**src/rtl/ramctrl_if.sv**
```systemverilog
// Signal bundle linking ramctrl to its data requester, its fetch requester and the byte-wide RAM port.
interface ramctrl_if #(
  parameter int AddressWidth = 32,
  parameter int IDWidth      = 32
);
  logic                    datactrl_ramctrl_data_en_in;
  logic                    datactrl_ramctrl_data_rw_in;
  logic                    datactrl_ramctrl_data_sgn_in;
  logic [2:0]              datactrl_ramctrl_data_width_in;
  logic [AddressWidth-1:0] datactrl_ramctrl_data_addr_in;
  logic [IDWidth-1:0]      datactrl_ramctrl_data_data_in;
  logic                    ramctrl_datactrl_data_rdy_out;
  logic [IDWidth-1:0]      ramctrl_datactrl_data_data_out;
  logic                    ictrl_ramctrl_en_in;
  logic [AddressWidth-1:0] ictrl_ramctrl_addr_in;
  logic                    ramctrl_ictrl_rdy_out;
  logic [IDWidth-1:0]      ramctrl_ictrl_data_out;
  logic [7:0]              mem_din;
  logic [7:0]              mem_dout;
  logic [AddressWidth-1:0] mem_a;
  logic                    mem_wr;

  modport slave (
    input  datactrl_ramctrl_data_en_in, datactrl_ramctrl_data_rw_in, datactrl_ramctrl_data_sgn_in,
    input  datactrl_ramctrl_data_width_in, datactrl_ramctrl_data_addr_in, datactrl_ramctrl_data_data_in,
    input  ictrl_ramctrl_en_in, ictrl_ramctrl_addr_in, mem_din,
    output ramctrl_datactrl_data_rdy_out, ramctrl_datactrl_data_data_out,
    output ramctrl_ictrl_rdy_out, ramctrl_ictrl_data_out, mem_dout, mem_a, mem_wr
  );

  modport master (
    output datactrl_ramctrl_data_en_in, datactrl_ramctrl_data_rw_in, datactrl_ramctrl_data_sgn_in,
    output datactrl_ramctrl_data_width_in, datactrl_ramctrl_data_addr_in, datactrl_ramctrl_data_data_in,
    output ictrl_ramctrl_en_in, ictrl_ramctrl_addr_in, mem_din,
    input  ramctrl_datactrl_data_rdy_out, ramctrl_datactrl_data_data_out,
    input  ramctrl_ictrl_rdy_out, ramctrl_ictrl_data_out, mem_dout, mem_a, mem_wr
  );
endinterface

```
**src/rtl/ramctrl.sv**
```systemverilog
// Arbitrates data load/store and instruction fetch onto a byte-wide RAM, one byte per cycle.
// state | meaning
// IDLE  | waiting; data request wins over fetch
// READ  | issuing byte addresses and collecting returned bytes
// WRITE | issuing byte writes
// DONE  | rdy pulse to the owning channel; requests ignored
module ramctrl #(
  parameter int AddressWidth = 32,
  parameter int IDWidth      = 32
) (
  input logic      clk_in,
  input logic      rst_in,
  input logic      rdy_in,
  ramctrl_if.slave bus
);
  typedef enum logic [1:0] {IDLE, READ, WRITE, DONE} state_e;

  state_e                  state_q, state_d;
  logic [2:0]              cnt_q, cnt_d;
  logic [2:0]              len_q, len_d;
  logic [AddressWidth-1:0] addr_q, addr_d;
  logic [IDWidth-1:0]      wdata_q, wdata_d;
  logic [IDWidth-1:0]      rbuf_q, rbuf_d;
  logic                    sgn_q, sgn_d;
  logic                    own_i_q, own_i_d;
  logic [AddressWidth-1:0] mem_a_q, mem_a_d;
  logic [7:0]              mem_dout_q, mem_dout_d;
  logic                    mem_wr_q, mem_wr_d;
  logic                    d_rdy_q, d_rdy_d, i_rdy_q, i_rdy_d;
  logic [IDWidth-1:0]      d_data_q, d_data_d, i_data_q, i_data_d;
  logic [2:0]              nxt_k;
  logic [1:0]              cap_idx;
  logic [IDWidth-1:0]      ext;

  function automatic logic [2:0] decode_len(input logic [2:0] w);
    case (w)
      3'd1:    return 3'd1;
      3'd2:    return 3'd2;
      default: return 3'd4;
    endcase
  endfunction

  function automatic logic [IDWidth-1:0] extend(input logic [IDWidth-1:0] v, input logic [2:0] n,
                                                input logic s);
    logic [IDWidth-1:0] r;
    case (n)
      3'd1:    r = {{(IDWidth-8){s & v[7]}}, v[7:0]};
      3'd2:    r = {{(IDWidth-16){s & v[15]}}, v[15:0]};
      default: r = v;
    endcase
    return r;
  endfunction

  always_comb begin
    state_d    = state_q;
    cnt_d      = cnt_q;
    len_d      = len_q;
    addr_d     = addr_q;
    wdata_d    = wdata_q;
    rbuf_d     = rbuf_q;
    sgn_d      = sgn_q;
    own_i_d    = own_i_q;
    mem_a_d    = mem_a_q;
    mem_dout_d = mem_dout_q;
    mem_wr_d   = mem_wr_q;
    d_rdy_d    = d_rdy_q;
    i_rdy_d    = i_rdy_q;
    d_data_d   = d_data_q;
    i_data_d   = i_data_q;
    nxt_k      = cnt_q + 3'd1;
    cap_idx    = cnt_q[1:0] - 2'd1;
    ext        = '0;
    case (state_q)
      IDLE: begin
        if (bus.datactrl_ramctrl_data_en_in) begin
          own_i_d    = 1'b0;
          addr_d     = bus.datactrl_ramctrl_data_addr_in;
          wdata_d    = bus.datactrl_ramctrl_data_data_in;
          sgn_d      = bus.datactrl_ramctrl_data_sgn_in;
          len_d      = decode_len(bus.datactrl_ramctrl_data_width_in);
          state_d    = bus.datactrl_ramctrl_data_rw_in ? WRITE : READ;
          mem_a_d    = bus.datactrl_ramctrl_data_addr_in;
          mem_wr_d   = bus.datactrl_ramctrl_data_rw_in;
          mem_dout_d = bus.datactrl_ramctrl_data_rw_in ? bus.datactrl_ramctrl_data_data_in[7:0] : 8'h00;
          cnt_d      = 3'd0;
          rbuf_d     = '0;
        end else if (bus.ictrl_ramctrl_en_in) begin
          own_i_d    = 1'b1;
          addr_d     = bus.ictrl_ramctrl_addr_in;
          sgn_d      = 1'b0;
          len_d      = 3'd4;
          state_d    = READ;
          mem_a_d    = bus.ictrl_ramctrl_addr_in;
          mem_wr_d   = 1'b0;
          mem_dout_d = 8'h00;
          cnt_d      = 3'd0;
          rbuf_d     = '0;
        end
      end
      READ: begin
        // mem_din lags mem_a by one cycle, so cycle k captures byte k-1
        if (cnt_q != 3'd0) rbuf_d[{cap_idx, 3'b000} +: 8] = bus.mem_din;
        cnt_d   = nxt_k;
        mem_a_d = (nxt_k < len_q) ? addr_q + AddressWidth'(nxt_k) : '0;
        if (cnt_q == len_q) begin
          state_d = DONE;
          cnt_d   = 3'd0;
          ext     = extend(rbuf_d, len_q, sgn_q);
          if (own_i_q) begin
            i_rdy_d  = 1'b1;
            i_data_d = ext;
          end else begin
            d_rdy_d  = 1'b1;
            d_data_d = ext;
          end
        end
      end
      WRITE: begin
        cnt_d = nxt_k;
        if (nxt_k < len_q) begin
          mem_a_d    = addr_q + AddressWidth'(nxt_k);
          mem_dout_d = wdata_q[{nxt_k[1:0], 3'b000} +: 8];
          mem_wr_d   = 1'b1;
        end else begin
          mem_a_d    = '0;
          mem_dout_d = 8'h00;
          mem_wr_d   = 1'b0;
          state_d    = DONE;
          cnt_d      = 3'd0;
          d_rdy_d    = 1'b1;
        end
      end
      DONE: begin
        d_rdy_d = 1'b0;
        i_rdy_d = 1'b0;
        state_d = IDLE;
      end
    endcase
  end

  always_ff @(posedge clk_in) begin
    if (rst_in) begin
      state_q    <= IDLE;
      cnt_q      <= '0;
      len_q      <= '0;
      addr_q     <= '0;
      wdata_q    <= '0;
      rbuf_q     <= '0;
      sgn_q      <= 1'b0;
      own_i_q    <= 1'b0;
      mem_a_q    <= '0;
      mem_dout_q <= '0;
      mem_wr_q   <= 1'b0;
      d_rdy_q    <= 1'b0;
      i_rdy_q    <= 1'b0;
      d_data_q   <= '0;
      i_data_q   <= '0;
    end else if (rdy_in) begin
      state_q    <= state_d;
      cnt_q      <= cnt_d;
      len_q      <= len_d;
      addr_q     <= addr_d;
      wdata_q    <= wdata_d;
      rbuf_q     <= rbuf_d;
      sgn_q      <= sgn_d;
      own_i_q    <= own_i_d;
      mem_a_q    <= mem_a_d;
      mem_dout_q <= mem_dout_d;
      mem_wr_q   <= mem_wr_d;
      d_rdy_q    <= d_rdy_d;
      i_rdy_q    <= i_rdy_d;
      d_data_q   <= d_data_d;
      i_data_q   <= i_data_d;
    end
  end

  // A stalled write cycle must not strobe the RAM
  assign bus.mem_wr                         = mem_wr_q & rdy_in;
  assign bus.mem_a                          = mem_a_q;
  assign bus.mem_dout                       = mem_dout_q;
  assign bus.ramctrl_datactrl_data_rdy_out  = d_rdy_q;
  assign bus.ramctrl_datactrl_data_data_out = d_data_q;
  assign bus.ramctrl_ictrl_rdy_out          = i_rdy_q;
  assign bus.ramctrl_ictrl_data_out         = i_data_q;
endmodule

```
**src/flat_wrapper.sv**
```systemverilog
// flat-port wrapper written by rule: the top's interface ports become plain ports
module ramctrl_flat 
#(
  parameter int AddressWidth = 32,
  parameter int IDWidth      = 32
)
  (clk_in, rst_in, rdy_in, bus_datactrl_ramctrl_data_en_in, bus_datactrl_ramctrl_data_rw_in, bus_datactrl_ramctrl_data_sgn_in, bus_datactrl_ramctrl_data_width_in, bus_datactrl_ramctrl_data_addr_in, bus_datactrl_ramctrl_data_data_in, bus_ictrl_ramctrl_en_in, bus_ictrl_ramctrl_addr_in, bus_mem_din, bus_ramctrl_datactrl_data_rdy_out, bus_ramctrl_datactrl_data_data_out, bus_ramctrl_ictrl_rdy_out, bus_ramctrl_ictrl_data_out, bus_mem_dout, bus_mem_a, bus_mem_wr);
  ramctrl_if #(.AddressWidth(AddressWidth), .IDWidth(IDWidth)) bus_i ();
  input logic clk_in;
  input logic rst_in;
  input logic rdy_in;
  input wire logic [$bits(bus_i.datactrl_ramctrl_data_en_in)-1:0] bus_datactrl_ramctrl_data_en_in;
  input wire logic [$bits(bus_i.datactrl_ramctrl_data_rw_in)-1:0] bus_datactrl_ramctrl_data_rw_in;
  input wire logic [$bits(bus_i.datactrl_ramctrl_data_sgn_in)-1:0] bus_datactrl_ramctrl_data_sgn_in;
  input wire logic [$bits(bus_i.datactrl_ramctrl_data_width_in)-1:0] bus_datactrl_ramctrl_data_width_in;
  input wire logic [$bits(bus_i.datactrl_ramctrl_data_addr_in)-1:0] bus_datactrl_ramctrl_data_addr_in;
  input wire logic [$bits(bus_i.datactrl_ramctrl_data_data_in)-1:0] bus_datactrl_ramctrl_data_data_in;
  input wire logic [$bits(bus_i.ictrl_ramctrl_en_in)-1:0] bus_ictrl_ramctrl_en_in;
  input wire logic [$bits(bus_i.ictrl_ramctrl_addr_in)-1:0] bus_ictrl_ramctrl_addr_in;
  input wire logic [$bits(bus_i.mem_din)-1:0] bus_mem_din;
  output wire logic [$bits(bus_i.ramctrl_datactrl_data_rdy_out)-1:0] bus_ramctrl_datactrl_data_rdy_out;
  output wire logic [$bits(bus_i.ramctrl_datactrl_data_data_out)-1:0] bus_ramctrl_datactrl_data_data_out;
  output wire logic [$bits(bus_i.ramctrl_ictrl_rdy_out)-1:0] bus_ramctrl_ictrl_rdy_out;
  output wire logic [$bits(bus_i.ramctrl_ictrl_data_out)-1:0] bus_ramctrl_ictrl_data_out;
  output wire logic [$bits(bus_i.mem_dout)-1:0] bus_mem_dout;
  output wire logic [$bits(bus_i.mem_a)-1:0] bus_mem_a;
  output wire logic [$bits(bus_i.mem_wr)-1:0] bus_mem_wr;
  assign bus_i.datactrl_ramctrl_data_en_in = bus_datactrl_ramctrl_data_en_in;
  assign bus_i.datactrl_ramctrl_data_rw_in = bus_datactrl_ramctrl_data_rw_in;
  assign bus_i.datactrl_ramctrl_data_sgn_in = bus_datactrl_ramctrl_data_sgn_in;
  assign bus_i.datactrl_ramctrl_data_width_in = bus_datactrl_ramctrl_data_width_in;
  assign bus_i.datactrl_ramctrl_data_addr_in = bus_datactrl_ramctrl_data_addr_in;
  assign bus_i.datactrl_ramctrl_data_data_in = bus_datactrl_ramctrl_data_data_in;
  assign bus_i.ictrl_ramctrl_en_in = bus_ictrl_ramctrl_en_in;
  assign bus_i.ictrl_ramctrl_addr_in = bus_ictrl_ramctrl_addr_in;
  assign bus_i.mem_din = bus_mem_din;
  assign bus_ramctrl_datactrl_data_rdy_out = bus_i.ramctrl_datactrl_data_rdy_out;
  assign bus_ramctrl_datactrl_data_data_out = bus_i.ramctrl_datactrl_data_data_out;
  assign bus_ramctrl_ictrl_rdy_out = bus_i.ramctrl_ictrl_rdy_out;
  assign bus_ramctrl_ictrl_data_out = bus_i.ramctrl_ictrl_data_out;
  assign bus_mem_dout = bus_i.mem_dout;
  assign bus_mem_a = bus_i.mem_a;
  assign bus_mem_wr = bus_i.mem_wr;
  ramctrl #(.AddressWidth(AddressWidth), .IDWidth(IDWidth)) u_core (.clk_in(clk_in), .rst_in(rst_in), .rdy_in(rdy_in), .bus(bus_i));
endmodule
```
**config.mk**
```make
export PLATFORM = sky130hd
export DESIGN_NAME = ramctrl_flat
export DESIGN_NICKNAME = d
export VERILOG_FILES = /design/src/rtl/ramctrl_if.sv /design/src/rtl/ramctrl.sv /design/src/flat_wrapper.sv
export SDC_FILE = /design/constraint.sdc
export NUM_CORES = 1
export LEC_CHECK = 0
export BUFFER_PORTS_ARGS = -buffer_cell sky130_fd_sc_hd__buf_2
export CAP_MARGIN = 20
export CORE_ASPECT_RATIO = 1.5
export CORE_MARGIN = 4
export CORE_UTILIZATION = 45
export CTS_CLUSTER_DIAMETER = 80
export CTS_CLUSTER_SIZE = 40
export DETAILED_ROUTE_END_ITERATION = 8
export PLACE_DENSITY = 0.8
export SYNTH_ARGS = -nofsm -noshare
export SYNTH_HDL_FRONTEND = slang
export SYNTH_SLANG_ARGS = --single-unit
```
**constraint.sdc**
```tcl
create_clock -name clk_in -period 3.12 [get_ports clk_in]
set_clock_uncertainty 0.05 [all_clocks]
set_input_delay 0 -clock clk_in [delete_from_list [all_inputs] [get_ports clk_in]]
set_output_delay 0 -clock clk_in [all_outputs]
set_load 0.05 [all_outputs]
```
==> flow_metrics.py <==
metrics = {
    "outcome": {
        "status": "finished, final reports clean",
    },
    "clocking": {
        "clkLatencyLatePin_ps": 490,
        "postCtsSetupBuffers": 0,
        "clk_path_buf_depth": 3,
        "path_clk_slew_ps": 140,
        "cts_tree": "yes",
        "cts_buffers": 10,
        "cts_root_buf": "clkbuf_16",
        "htree_levels": 1,
        "clock_sinks": 213,
    },
    "floorplanning": {
        "die_w_um": 130.0,
        "design.core.area_um2": 21880,
        "io_pins": 221,
        "start_util_pct": 45.94,
        "die_height_um": 191.1,
        "std_cell_rows": 66,
        "dieArea_um2": 24850,
    },
    "setup_path": {
        "cp_slowest_cell": "or4_4",
        "critPathArrivalTime_ps": 3260,
        "critPathMaxStageDelay_ps": 500,
        "crit_family": "simple AND/OR/NAND/NOR gates",
        "path_cells": "inv_1 > ha_1 > nand2b_1 > or4_4 > a2111oi_4 > nor3b_2 > buf_4 > a211oi_1",
        "worstSetupPathType": "reg2reg",
        "critPathRequiredTime_ps": 3490,
        "crit_fanout": 16,
        "cp-end-kind": "register",
        "cp-start-kind": "register",
        "path_buf_inv": 2,
    },
    "final_layout": {
        "filler_cell_count": 1859,
        "drive_gt1_share_pct": 20.56,
        "fin_nets": 1619,
        "syn2layout_area_growth_pct": 29.10,
        "instances_no_fill": 1768,
        "final_common_cell": "buf_2",
        "final_cell_mix": "buf_2, dfxtp_1, nor2_1",
    },
    "logic_synthesis": {
        "syn-num-nets": 1327,
        "syn_inst": 1197,
        "syn_avg_cell_area_um2": 8.399,
        "synthSimpleGateAreaFrac_pct": 20.32,
        "synthMuxAreaShare_pct": 5.289,
        "synth_area_um2": 10050,
        "ys_seq_area_share_pct": 42.41,
        "synth_xor_xnor_area_share_pct": 2.004,
        "ys_async_sr_fraction_pct": 0,
        "ys_ff_latch": 213,
        "synthFlopType": "dfxtp_1",
        "synth_adder_area_share_pct": 2.066,
        "synth_compound_gate_area_share_pct": 23.70,
        "ys_types": 57,
        "synth_top_family_by_area": "compound AO/OA/AOI/OAI gates",
        "ys_warn_count": 0,
        "synth_edf_count": 0,
    },
    "timing": {
        "final_hold_viol_count": 0,
        "maxSlewViolCount": 0,
        "final.setup.tns_ps": 0,
        "fin_crit_sh_pct": 92.88,
        "fmax_mhz": 345.1,
        "grt_setup_unrepaired": "false",
        "relSlewSlack_pct": 48.34,
        "tightest_slew_ps": 774.9,
        "finalSetupViolCount": 0,
        "timing.final.crit_period_ps": 2898,
    },
    "min_path": {
        "hold_class": "in2reg",
    },
    "global_routing": {
        "grt_pass1_vias": 10132,
        "gr-usage-all-layers_pct": 24.99,
        "overflow": 0,
        "grt_max_degree": 96,
        "antenna_found_initial": 2,
        "grt_pass1_wl_mm": 50.84,
    },
    "drt": {
        "drtAntennaViolNets": 0,
        "routed_wl_mm": 32.25,
        "viasPerCell": 5.745,
        "drcViolationCount": 0,
        "dr.pass1.iters": 6,
        "drt_iter0_markers": 674,
        "vias": 10157,
        "drt-wirelength-per-cell_um": 18.24,
    },
    "placement": {
        "port-buffer-count": 220,
        "dp_cells": 1626,
        "gp_congestion": 0.9394,
        "dp_hpwl_mm": 20.79,
    },
    "run": {
        "cap_violations": 0,
    },
    "pwr": {
        "leakage_nw": 5.187,
        "power_mw": 6.369,
        "power.density_nw_per_um2": 490.8,
        "ir_drop_uv": 463.3,
    },
}
-- cells in the mapped netlist, types with 7 or more instances --
cell type    n  area, um^2
o31ai_1      8       60.06
and3_1      10       62.56
a21o_1      15       112.6
mux2i_1     34       340.3
nor2b_1     13       81.33
nor3_1      23       115.1
nand3_1     36       180.2
a22oi_1     34       255.2
xnor2_1      7       61.31
xor2_1      16       140.1
ha_1        15       187.7
a211oi_1    89       668.1
nand4_1     12       75.07
buf_2       11       55.05
nor2_1     192       720.7
o21ai_0     58       290.3
mux4_2       8       180.2
a2bb2oi_1    8       70.07
nand2_1    122       457.9
a21oi_1     85       425.4
dfxtp_1    213        4264
buf_1        8       30.03
inv_1       14       52.55
clkbuf_1    68       255.2
a211oi_2    21       262.8
-- logic make-up (layout without fill, tap and decap cells) --
family	after synthesis	in the layout
AOI/OAI and AO/OA	346	346
xor gates and xnor gates	23	23
adders and majority gates	16	16
buffers and inverters	104	400
DFF	213	213
muxes	43	43
other	0	3
and+or+nand+nor	452	452
-- timing repair --
item,CTS,global route
endpoints found under the setup margin,0,3
gates resized for setup,0,2
hold buffers,123,0
endpoints found under the hold margin,128,0
-- final timing paths --
kind                            cells past startpoint  slack, ps                               endpoint                                  start
worst min register to register                      2        410                     u_core.wdata_q[13]                     u_core.wdata_q[13]
worst max-delay path                                8        220  u_core.bus.ramctrl_ictrl_data_out[30]                        u_core.cnt_q[0]
worst min-delay path                                5         20                   u_core.bus.mem_a[26]  bus_datactrl_ramctrl_data_addr_in[26]
worst max register to register                      8        220  u_core.bus.ramctrl_ictrl_data_out[30]                        u_core.cnt_q[0]
-- metrics by stage --
step / hold WS [ps] / util (%) / worst slack, ps / area, um^2
final: 16.84 / 59.31 / 222.0 / 12980
after global routing: 66.05 / 59.30 / 19.62 / 12980
after CTS: 6.269 / 59.23 / 179.1 / 12960
after detailed placement: 201.9 / 51.93 / 249.3 / 11360
after global placement: 193.7 / 51.93 / 372.3 / 11360
after floorplan: 85.96 / - / 345.5 / 10050
-- worst min-delay path, cell delays in order --
cell	delay [ps]
buf_2	70
mux2i_1	100
nor2_1	100
nor2_1	60
a211oi_1	180
-- per-layer routing --
layer	vias to the layer above	global-route usage (%)	share of wire (%)
li1	4871	-	-
met1	4722	28.33	37
met3	117	3.075	5.7
met4	0	12.20	4.9
met5	-	0	0
met2	447	45.38	52
-- sequential cells by signal, indices dropped and copies added (netlist names) --
name,cells
u_core.sgn_q,1
u_core.bus.mem_a,32
u_core.mem_wr_q,1
u_core.bus.ramctrl_datactrl_data_data_out,32
u_core.len_q,3
u_core.bus.mem_dout,8
u_core.addr_q,32
u_core.bus.ramctrl_ictrl_data_out,32
u_core.rbuf_q,32
u_core.cnt_q,3
u_core.state_q,2
u_core.bus.ramctrl_datactrl_data_rdy_out,1
u_core.wdata_q,32
u_core.own_i_q,1
u_core.bus.ramctrl_ictrl_rdy_out,1
-- where the power goes --
part           total (mW)  switching [mW]  internal (mW)
clock network        1.71           0.985          0.727
registers            3.06           0.151           2.91
logic                1.60            1.06          0.539
total                6.37            2.19           4.17
-- area by class of cell --
type                            instances  area (um^2)  area share [%]
Antenna cell                            3        7.507         0.05784
Timing Repair Buffer                  370         2554           19.68
Clock buffer                           12        289.0           2.227
Clock inverter                          4        77.57          0.5977
Tap cell                              272        340.3           2.622
Sequential cell                       213         4264           32.85
Multi-Input combinational cell        880         5394           41.56
Inverter                               14        52.55          0.4049
No activity file was read; power rests on OpenSTA's default activity.
